[src/rtl/div_unit_pkg.sv]
// div_unit_pkg: shared constants and state encodings for the multi-cycle divider.
package div_unit_pkg;
    localparam int DATA_W = 32;
    localparam int CNT_W = 6;
    localparam logic [DATA_W-1:0] ZeroWord = '0;
    localparam logic DivResultReady = 1'b1;
    localparam logic DivResultNotReady = 1'b0;
    localparam logic DivStart = 1'b1;
    localparam logic DivStop = 1'b0;
    typedef enum logic [1:0] {
        DivFree = 2'd0,
        DivByZero = 2'd1,
        DivOn = 2'd2,
        DivEnd = 2'd3
    } div_state_t;
endpackage

[src/rtl/div_unit_step.sv]
// div_unit_step: one restoring-division iteration (trial subtract, then shift in a quotient bit).
module div_unit_step
    import div_unit_pkg::*;
(
    input  logic [2*DATA_W:0]  work,
    input  logic [DATA_W-1:0]  divisor,
    output logic [2*DATA_W:0]  next
);
    logic borrow;
    logic [DATA_W-1:0] diff;
    // Without a borrow the difference is below the divisor, so 32 bits suffice.
    always_comb begin
        borrow = work[2*DATA_W:DATA_W] < {1'b0, divisor};
        diff = work[2*DATA_W-1:DATA_W] - divisor;
        next = borrow ? {work[2*DATA_W-1:0], 1'b0} : {diff, work[DATA_W-1:0], 1'b1};
    end
endmodule

[src/rtl/div_unit.sv]
// div_unit: radix-2 restoring DIV/DIVU unit for the EX stage.
// result_o = {remainder, quotient}; remainder sign follows the dividend.
module div_unit
    import div_unit_pkg::*;
(
    input  logic                clk,
    input  logic                rst,
    input  logic                signed_div_i,
    input  logic [DATA_W-1:0]   opdata1_i,
    input  logic [DATA_W-1:0]   opdata2_i,
    input  logic                start_i,
    input  logic                annul_i,
    output logic [2*DATA_W-1:0] result_o,
    output logic                ready_o
);
    div_state_t state;
    logic [CNT_W-1:0] cnt;
    logic [2*DATA_W:0] work, step;
    logic [DATA_W-1:0] divisor, abs1, abs2, quo, rem;
    logic sgn, neg1, neg2;

    div_unit_step u_step (.work(work), .divisor(divisor), .next(step));

    always_comb begin
        abs1 = (signed_div_i && opdata1_i[DATA_W-1]) ? -opdata1_i : opdata1_i;
        abs2 = (signed_div_i && opdata2_i[DATA_W-1]) ? -opdata2_i : opdata2_i;
        quo = (sgn && (neg1 ^ neg2)) ? -work[DATA_W-1:0] : work[DATA_W-1:0];
        rem = (sgn && neg1) ? -work[2*DATA_W:DATA_W+1] : work[2*DATA_W:DATA_W+1];
    end

    always_ff @(posedge clk or negedge rst) begin
        if (!rst) begin
            state <= DivFree;
            cnt <= '0;
            work <= '0;
            divisor <= ZeroWord;
            sgn <= 1'b0;
            neg1 <= 1'b0;
            neg2 <= 1'b0;
            result_o <= '0;
            ready_o <= DivResultNotReady;
        end else begin
            case (state)
                DivFree: begin
                    ready_o <= DivResultNotReady;
                    result_o <= '0;
                    if (start_i == DivStart && !annul_i) begin
                        state <= (opdata2_i == ZeroWord) ? DivByZero : DivOn;
                        cnt <= '0;
                        work <= {ZeroWord, abs1, 1'b0};
                        divisor <= abs2;
                        sgn <= signed_div_i;
                        neg1 <= opdata1_i[DATA_W-1];
                        neg2 <= opdata2_i[DATA_W-1];
                    end
                end
                DivByZero: begin
                    work <= '0;
                    state <= DivEnd;
                end
                DivOn: begin
                    if (annul_i) begin
                        state <= DivFree;
                        cnt <= '0;
                    end else if (cnt != CNT_W'(DATA_W)) begin
                        work <= step;
                        cnt <= cnt + 1'b1;
                    end else begin
                        // Final result parked in work; bit DATA_W is a don't-care gap.
                        work <= {rem, 1'b0, quo};
                        cnt <= '0;
                        state <= DivEnd;
                    end
                end
                DivEnd: begin
                    if (annul_i || start_i == DivStop) begin
                        state <= DivFree;
                        ready_o <= DivResultNotReady;
                        result_o <= '0;
                    end else begin
                        ready_o <= DivResultReady;
                        result_o <= {work[2*DATA_W:DATA_W+1], work[DATA_W-1:0]};
                    end
                end
                default: state <= DivFree;
            endcase
        end
    end
endmodule

[config.mk]
export PLATFORM = sky130hd
export DESIGN_NAME = div_unit
export DESIGN_NICKNAME = d
export VERILOG_FILES = /design/src/rtl/div_unit_pkg.sv /design/src/rtl/div_unit_step.sv /design/src/rtl/div_unit.sv
export SDC_FILE = /design/constraint.sdc
export NUM_CORES = 1
export LEC_CHECK = 0
export ABC_CLOCK_PERIOD_IN_PS = 3310
export BUFFER_PORTS_ARGS = -buffer_cell sky130_fd_sc_hd__buf_2
export CAP_MARGIN = 20
export CORE_MARGIN = 1
export CORE_UTILIZATION = 30
export CTS_CLUSTER_DIAMETER = 120
export CTS_CLUSTER_SIZE = 8
export DETAILED_ROUTE_END_ITERATION = 7
export GPL_TIMING_DRIVEN = 1
export PLACE_DENSITY = 0.58
export SETUP_SLACK_MARGIN = 0.05
export SKIP_LAST_GASP = 1
export SYNTH_ARGS = -nofsm -noshare
export SYNTH_HDL_FRONTEND = slang
export SYNTH_SLANG_ARGS = --single-unit
[constraint.sdc]
create_clock -name clk -period 3.31 [get_ports clk]
set_clock_uncertainty 0.2 [all_clocks]
set_input_delay 0.662 -clock clk [delete_from_list [all_inputs] [get_ports clk]]
set_output_delay 0.662 -clock clk [all_outputs]
set_load 0.02 [all_outputs]
# Yosys cells after proc, flatten, opt, wreduce, memory -nomap -nowiden
# Cells that the tools add are included.
# Widths: inputs -> output; s select.
# totals
ff_bits	173
in_bits	69
out_inout_bits	65
# classes
addsub	6
magnitude_cmp	1
eq_ne	10
muxes	23
bitwise_logic	2
reduce_logical	18
# op_table
operator	n
$mux 65	4
$pmux 65 s3	1
$mux 32	4
$neg 32->32	4
$pmux 64 s2	1
$mux 64	1
$lt 33x32->1	1
$logic_not 32->1	1
$sub 32x32->32	1
$mux 6	3
$pmux 6 s2	1
$mux 2	5
$ne 3x3->1 const B	3
$pmux 2 s4	1
$reduce_and 4->1	2
$add 6x1->6 const B	1
$ne 2x2->1 const B	3
$ne 6x6->1 const B	1
$reduce_and 3->1	2
$logic_and 1x1->1	5
$eq 2x2->1 const B	2
$reduce_and 2->1	2
$reduce_bool 2->1	2
$reduce_bool 3->1	1
8 further kinds	8

# Longest topological paths before layout
# Gate-level depths: netlist of the first run.
# depth
word_depth	6
depth_mapped	15
depth_no_buf	13

# Cells and area by module
# A second synthesis of the first run with hierarchy kept.
# unflattened
cells_unflattened	1460
area_unflattened_um2	12365.6
# by_module_without_submodules
mod	n_inst	cells_each	area_per_inst_um2
div_unit	1	1055	9695.5
div_unit_step	1	405	2670.1

# Worst setup path before layout of the first run
# No wires, ideal clock.
# synth_path
path_type	register -> register
start	reg work[32]
end	reg work[63]
t_arrival_ns	2.913
t_required_ns	3.006
setup_slack_ns	0.093
path_stages_with_launch	14
path_buffers	0
synth_period_minus_slack_ns	3.217
path_cell_list	dfrtp_1 inv_1 ha_1 inv_1 fa_1 a211oi_1 o21a_1 a211oi_1 or4b_2 nand2_1 o41a_1 o21ai_0 xnor2_1 a221oi_1
# synth_via
elab_chain_len	5
word_cells_on_any_way	6
classes_between	add/sub: 1; order compare: 1; mux: 4
# synth_lines
item	line	rtl
from (decl)	div_unit.sv:18	logic [2*DATA_W:0] work, step;
from (signal assigned)	div_unit.sv:50	work <= {ZeroWord, abs1, 1'b0};
from (signal assigned)	div_unit.sv:66	work <= step;
from (signal assigned)	div_unit.sv:70	work <= {rem, 1'b0, quo};
$sub 32x32->32 / $lt 33x32->1 (equally long branches)	div_unit_step.sv:14, div_unit_step.sv:13	
$mux 65 *	div_unit_step.sv:15	next = borrow ? {work[2*DATA_W-1:0], 1'b0} : {diff, work[DATA_W-1:0], 1'b1};
$mux 65 *	div_unit.sv:65	end else if (cnt != CNT_W'(DATA_W)) begin
$mux 65 *	div_unit.sv:62	if (annul_i) begin
$pmux 65 s3 *	div_unit.sv:43	case (state)
# Mark *: on every way between the ends. The rest lies on a longest branch, timed or not. The select of a mux whose other input is x is not followed.
# A chain may end at the register's enable or synchronous reset.

# Final worst setup path of the first run
# layout_path
start	reg work[58]
end	reg work[39]
# layout_via
elab_chain_len	5
# layout_lines
item	line	rtl
$lt 33x32->1	div_unit_step.sv:13	borrow = work[2*DATA_W:DATA_W] < {1'b0, divisor};
$mux 65	div_unit_step.sv:15	
$mux 65	div_unit.sv:65	
$mux 65	div_unit.sv:62	
$pmux 65 s3	div_unit.sv:43	
# No other way between the ends. The select of a mux whose other input is x is not followed.

==> flow_summary.json, run 1 <==
{
  "dieHeight_um": 200,
  "hold_viol_final": 0,
  "timing.hold.worst.class": "reg -> reg",
  "final_design_area_no_fill_um2": 14600,
  "port_buffers": 133,
  "insertion_delay_ns": 0.45,
  "worst_hold_slack_ns": 0.278,
  "post_synth_inst_count": 1409,
  "critical_path.max_fanout": 6,
  "clk_path_buf_depth": 2,
  "worst_ep_required_time_ns": 3.45,
  "run_status": "complete, no violations",
  "synth_enable_flop_cells": 0,
  "fp.dieArea_um2": 40200,
  "timing.hold.worst_path_depth": 2,
  "worst_path_largest_cell_delay_ns": 0.43,
  "ys_types": 71,
  "final_min_period_over_clock_period": 0.966,
  "summed_instance_area_of_the_synthesized_netlist_um2": 11800,
  "io-pin-count": 134,
  "fillCellCount": 4004,
  "post-place-cells": 2091,
  "antenna_violating_nets_post_route": 0,
  "worst-r2r-setup-slack_ns": 0.11,
  "htree_num_levels": 4,
  "most-common-layout-cells": "dfrtp_1 (170), o21ai_0 (143), nand2_1 (138)",
  "timing.rr.start": "work[58]",
  "seq_total_area_yosys": 0.366,
  "cts_tree": "built",
  "critical_path.reg2reg.endpoint": "work[39]",
  "clock-sinks": 173,
  "gp_congestion": 0.922,
  "drt_wl_total_mm": 37.5,
  "max-slew-margin-rel": 0.549,
  "layout-drive-gt1-share": 0.219,
  "worst_slew_pin_slew_ns": 0.675,
  "layout.nets": 1716,
  "routedWlPerCell_um": 17.6,
  "fin_cells": 2136,
  "clock-root-buffer": "clkbuf_16",
  "startpoint_type": "flip-flop",
  "unrepaired_setup_endpoints_after_global_routing": "true",
  "antenna_found_initial": 3,
  "async_reset_ff_frac": 1.00,
  "drt_first_pass_iters": 5,
  "dpl-instance-area_um2": 13800,
  "area_growth_syn_to_layout_pct": 23.3,
  "finalMaxSlewViolations": 0,
  "worst-endpoint-arrival_ns": 3.33,
  "postLayoutCoreUtil": 0.376,
  "numCtsBuffers": 17,
  "synth_seq_cells": 173,
  "hold_path_end": "divisor[7]",
  "reg2regPathDepth": 11,
  "timing.final.crit_period_ns": 3.20,
  "design.core.area_um2": 38700,
  "synth_warnings": 0,
  "final_common_cell": "dfrtp_1",
  "power_leakage_nw": 6.57,
  "crit_path_cell_trace": "ha_1, a21o_1, a21o_1, a21oi_1, o21ai_0, nor3_1, and3_4, buf_4, mux2i_1, o21ai_0, a22o_1",
  "post-place-ws_ns": -0.108,
  "syn_avg_cell_area_um2": 8.38,
  "power-per-cell-area_nw_per_um2": 1010,
  "avgViaCountPerCell": 5.35,
  "grt_overflow": 0,
  "num_rows": 72,
  "vdd.ir_drop.worst_v": 0.000629,
  "synth_top_flop_cell": "dfrtp_1",
  "max_cap_viol_count": 0,
  "die_x_um": 200,
  "layout_setup_ws_ns": 0.113,
  "routed-via-count": 11400,
  "synthesis.nets": 1521,
  "first_pass_grt_wire_length_mm": 60.0,
  "timing.critical_path.to_type": "flip-flop",
  "grt_pass1_vias": 10900,
  "hold_start": "divisor[7]",
  "detailed_place_hpwl_mm": 27.8,
  "setup_viol": 0,
  "cts.reportedPaths.clkPinSlew_ns": 0.07,
  "floorplan.initialDensity": 0.305,
  "critical_path.slowest_cell": "dfrtp_1",
  "drc_violations_left": 0,
  "maximum_clock_frequency_mhz": 313,
  "drt_iter0_drc": 822,
  "timing.setup.critical_path_class": "reg -> reg",
  "grtUsageTotal": 0.185,
  "largest_net_degree_at_the_start_of_global_routing": 73
}
[state kept, by name, indices dropped and copies added (netlist names)]
| name | cells |
|---|---|
| work | 65 |
| result_o | 64 |
| divisor | 32 |
| cnt | 6 |
| state | 2 |
| neg1 | 1 |
| neg2 | 1 |
| ready_o | 1 |
| sgn | 1 |
[logic make-up (layout without fill, tap and decap cells)]
| logic type | Yosys count | after routing | synth area share |
|---|---|---|---|
| multiplexers | 19 | 19 | 0.0168 |
| AND/OR/NAND/NOR | 432 | 433 | 0.177 |
| XOR/XNOR | 91 | 91 | 0.0675 |
| AO/OA/AOI/OAI | 504 | 504 | 0.279 |
| flip-flops | 173 | 173 | 0.366 |
| buffers and inverters | 147 | 353 | 0.0471 |
| other | 0 | 2 | 0 |
| adder cells (fa/ha/maj) | 43 | 43 | 0.0462 |
[through the flow]
stage                     TNS (ns)  power, mW
final                            0       14.7
after global routing      -0.00836       15.8
after CTS                        0       14.2
after detailed placement    -0.337       12.1
after global placement      -0.181       12.0
after floorplan                  0       9.23
[power breakdown]
group / total [mW] / switching [mW] / internal [mW]
clock network: 1.96 / 0.949 / 1.01
registers: 3.39 / 0.662 / 2.73
logic: 9.36 / 5.42 / 3.94
total: 14.7 / 7.03 / 7.68
[how the worst max path moves through the flow]
stage                       from          end  slack [ns]  cells after the start
finish                  work[58]     work[39]        0.11                     11
global route            work[58]     work[37]      -0.008                     11
CTS                     work[46]     work[62]        0.06                     10
detailed placement  opdata2_i[2]  divisor[26]       -0.11                     12
global placement    opdata2_i[2]  divisor[26]       -0.09                     12
floorplan               work[32]     work[63]        0.09                     13
[metal layers]
metal,share of wire,global-route usage,vias up,wire length [um]
li1,-,-,5575,-
met3,0.052,0.0292,41,1950
met5,0,0,-,0
met4,0.016,0.0548,0,599
met1,0.50,0.278,5483,18900
met2,0.43,0.270,336,16100
[cell usage after synthesis (14+ instances only)]
master | n | share of area
o21ai_0 | 150 | 0.064
a31oi_1 | 22 | 0.012
inv_1 | 57 | 0.018
nor2_1 | 110 | 0.035
xor2_1 | 38 | 0.028
clkbuf_1 | 78 | 0.025
nand2_1 | 140 | 0.044
nor4_1 | 18 | 0.0095
dfrtp_1 | 173 | 0.37
o211ai_1 | 14 | 0.0089
a22o_1 | 67 | 0.050
nor3_1 | 34 | 0.014
nand3_1 | 28 | 0.012
a21o_1 | 16 | 0.010
o21a_1 | 21 | 0.013
a21oi_1 | 102 | 0.043
ha_1 | 42 | 0.044
xnor2_1 | 53 | 0.039
[layout make-up]
cell class              count  area, um2  area share
clock buffers              19        453      0.0311
repair buffers            265       1720       0.118
clock inverters            12        101     0.00696
diodes                      2       5.00    0.000343
inverters                  57        214      0.0147
well taps                 518        648      0.0445
flip-flops and latches    173       4330       0.297
multi-input cells        1090       7100       0.487
[critical path, delay by kind of cell, from the launching register on]
kind                       cells  cell delay, ns
adders and majority gates      1            0.32
buffers and inverters          1            0.14
AOI/OAI and AO/OA              6            1.01
muxes                          1            0.17
and+or+nand+nor                2            0.79
DFF                            1            0.43
[what timing repair did]
action / CTS / global route
pin swaps: 4 / 14
hold buffers: 1 / 0
endpoints found under the hold margin: 32 / 0
setup endpoints to repair: 4 / 33
buffers inserted: 1 / 9
gates cloned: 0 / 1
resized for setup: 8 / 29
Note: power is estimated with default switching activity, not from simulation.
==> run 2: changes to the inputs <==
Settings changed: ABC_AREA from default to 1, CELL_PAD_IN_SITES_DETAIL_PLACEMENT from default to 0, CELL_PAD_IN_SITES_GLOBAL_PLACEMENT from default to 1, PLACE_DENSITY 0.58 to 0.73.
==> flow_summary.json, run 2 <==
{
  "largest_regs": "work: 65 flops, result_o: 64 flops, divisor: 32 flops",
  "post_cts_resize_count": 0,
  "synth_fa_ha_area_frac": 0.0400,
  "port_buffers": 133,
  "synth_top_family_by_area": "simple AND/OR/NAND/NOR gates",
  "max_cap_viol_count": 0,
  "final_common_cell": "nand2_1",
  "grt_overflow": 0,
  "timing.hold.worst.class": "in -> async",
  "syn_avg_cell_area_um2": 6.40,
  "antenna_found_initial": 2,
  "yosys.area.top_type_share": 0.317,
  "num_rows": 77,
  "power-per-cell-area_nw_per_um2": 669,
  "wirelength_met1_mm": 24.7,
  "area_growth_syn_to_layout_pct": 14.1,
  "postCtsHoldBufs": 0,
  "post-synth-top-count-cell": "nand2_1",
  "most-common-layout-cells": "nand2_1 (595), inv_1 (285), nand3_1 (226)",
  "route.top_layer_used": "met5",
  "timing.setup.critical_path_class": "reg -> reg",
  "async_reset_ff_frac": 1.00,
  "run_status": "complete, no violations",
  "synth_enable_flop_cells": 0,
  "timing.final.crit_period_ns": 2.94,
  "detailed_place_hpwl_mm": 37.1,
  "first_pass_grt_wire_length_mm": 75.6,
  "clk_path_buf_depth": 2,
  "clock-root-buffer": "clkbuf_16",
  "worst-endpoint-arrival_ns": 3.09,
  "antenna-diode-count": 0,
  "synth_top_flop_cell": "dfrtp_1",
  "power_leakage_nw": 8.29,
  "cts.reportedPaths.clkPinSlew_ns": 0.07,
  "layout-drive-gt1-share": 0.113,
  "design.core.area_um2": 44500,
  "ys_types": 49,
  "synth.top_cells.by_area": "dfrtp_1 (32%), nand2_1 (16%), nand3_1 (8.3%)",
  "vdd.ir_drop.worst_v": 0.000366,
  "insertion_delay_ns": 0.46,
  "synth_common_cells": "nand2_1 (596), inv_1 (285), nand3_1 (226), nor2_1 (208), dfrtp_1 (173)",
  "registers.top_by_ff_count": "work",
  "synth_seq_cells": 173,
  "worst_slew_pin_slew_ns": 0.856,
  "worst_ep_required_time_ns": 3.46,
  "largest_register_ffs": 65,
  "post_synth_inst_count": 2135,
  "synth_compound_gate_area_share": 0.138,
  "io-pin-count": 134,
  "seq_total_area_yosys": 0.317,
  "setup_viol": 0,
  "fillCellCount": 4888,
  "dpl-instance-area_um2": 15000,
  "hold_viol_final": 0,
  "muxShareOfSynthArea": 0,
  "cp_num_buf_inv": 0,
  "timing.critical_path.to_type": "flip-flop",
  "numCtsBuffers": 17,
  "yosys.area_share.xor_xnor": 0.0340,
  "timing.critical_path.max_delay_family": "simple AND/OR/NAND/NOR gates",
  "fp.dieArea_um2": 46400,
  "drt_iter0_drc": 1386,
  "crit_path_cell_trace": "ha_1, nand2_1, nand2_1, nand2_1, nand2_1, nand2_1, nand3_2, a21oi_4, nand2_4, nand3_1, nand3_1, nand2_1, nand2_1",
  "unrepaired_setup_endpoints_after_global_routing": "false",
  "routedWlPerCell_um": 16.6,
  "final_min_period_over_clock_period": 0.889,
  "grtUsageTotal": 0.206,
  "floorplan.initialDensity": 0.307,
  "wl_met3_mm": 2.28,
  "cts_tree": "built",
  "routed-via-count": 14100,
  "worst_path_largest_cell_delay_ns": 0.48,
  "maximum_clock_frequency_mhz": 340,
  "critical_path.max_fanout": 32,
  "max-slew-margin-rel": 0.428,
  "critical_path.slowest_cell": "dfrtp_1",
  "met2_wl_mm": 19.5,
  "grt_pass1_vias": 13400,
  "htree_num_levels": 4,
  "largest_net_degree_at_the_start_of_global_routing": 84,
  "final_design_area_no_fill_um2": 15600,
  "drc_violations_left": 0,
  "summed_instance_area_of_the_synthesized_netlist_um2": 13700,
  "synth.largest_area_cell": "dfrtp_1",
  "dieHeight_um": 215,
  "layout.nets": 2356,
  "cp_common_cell": "nand2_1",
  "synthSimpleGateAreaFrac": 0.363,
  "startpoint_type": "flip-flop",
  "antenna_violating_nets_post_route": 0,
  "die_x_um": 215,
  "synthesis.nets": 2247,
  "drt_wl_total_mm": 47.3,
  "clock-sinks": 173,
  "avgViaCountPerCell": 4.97,
  "finalMaxSlewViolations": 0,
  "tns_ns": 0,
  "gp_congestion": 0.941,
  "synth_warnings": 0,
  "drt_first_pass_iters": 6,
  "cts_setup_buffers": 0
}
-- run 2: cell count changes after synthesis, sizes merged, moves of 37 or more --
cell,delta
nand2,+466
inv,+246
clkbuf,-37
o21ai,+47
a22o,-67
nor2,+109
nand3,+203
-- run 2: logic make-up (layout without fill, tap and decap cells) --
family,Yosys count,in the layout
flops,173,173
compound gates,348,348
simple gates,1146,1146
xor+xnor,53,53
buf+inv,372,493
fa+ha+maj,43,43
-- run 2: cell type report --
type	count	area (um2)	share of cell area
Multi-Input combinational cell	1590	7850	0.504
Sequential cell	173	4330	0.278
Inverter	306	1150	0.0741
Timing Repair Buffer	156	885	0.0568
Tap cell	592	741	0.0475
Clock buffer	17	425	0.0273
Clock inverter	14	196	0.0126
-- run 2: per-stage QoR --
stage                     power [mW]  instances  worst slack, ns  hold WS, ns   util
final                           10.4       2848            0.368      0.00307  0.350
after global routing            11.2       2848            0.174       0.0473  0.350
after CTS                       10.4       2848            0.430       0.0219  0.350
after detailed placement        8.17       2817            0.458        0.268  0.336
after global placement          8.15       2817            0.479        0.260  0.336
after floorplan                 6.52       2135             1.11        0.166      -
-- run 2: final timing paths --
path | startpoint | endpoint | slack (ns) | cells after the start
max in group asynchronous | rst | work[32] | 2.06 | 2
min | rst | divisor[2] | 0.003 | 1
max reg2reg | work[50] | work[55] | 0.37 | 13
min reg2reg | result_o[63] | result_o[63] | 0.28 | 2
max | work[50] | work[55] | 0.37 | 13
min in group clk | result_o[63] | result_o[63] | 0.28 | 2
-- run 2: report_power, final --
| group | internal, mW | total (mW) | leakage [nW] | switching (mW) |
|---|---|---|---|---|
| clock network | 1.22 | 2.22 | 0.301 | 1.00 |
| registers | 2.59 | 2.92 | 2.29 | 0.323 |
| logic | 1.51 | 5.28 | 5.70 | 3.77 |
-- run 2: per-layer routing --
metal	GRT usage	vias up
li1	-	7126
met1	0.319	6562
met2	0.295	402
met3	0.0245	49
met4	0.0548	4
met5	0	-
-- run 2: worst reg2reg max path: stages (launching register included) --
cell and delay, ns:
dfrtp_1 0.48, ha_1 0.41, nand2_1 0.11, nand2_1 0.06, nand2_1 0.05, nand2_1 0.07, nand2_1 0.09, nand3_2 0.10
a21oi_4 0.44, nand2_4 0.32, nand3_1 0.27, nand3_1 0.11, nand2_1 0.08, nand2_1 0.05
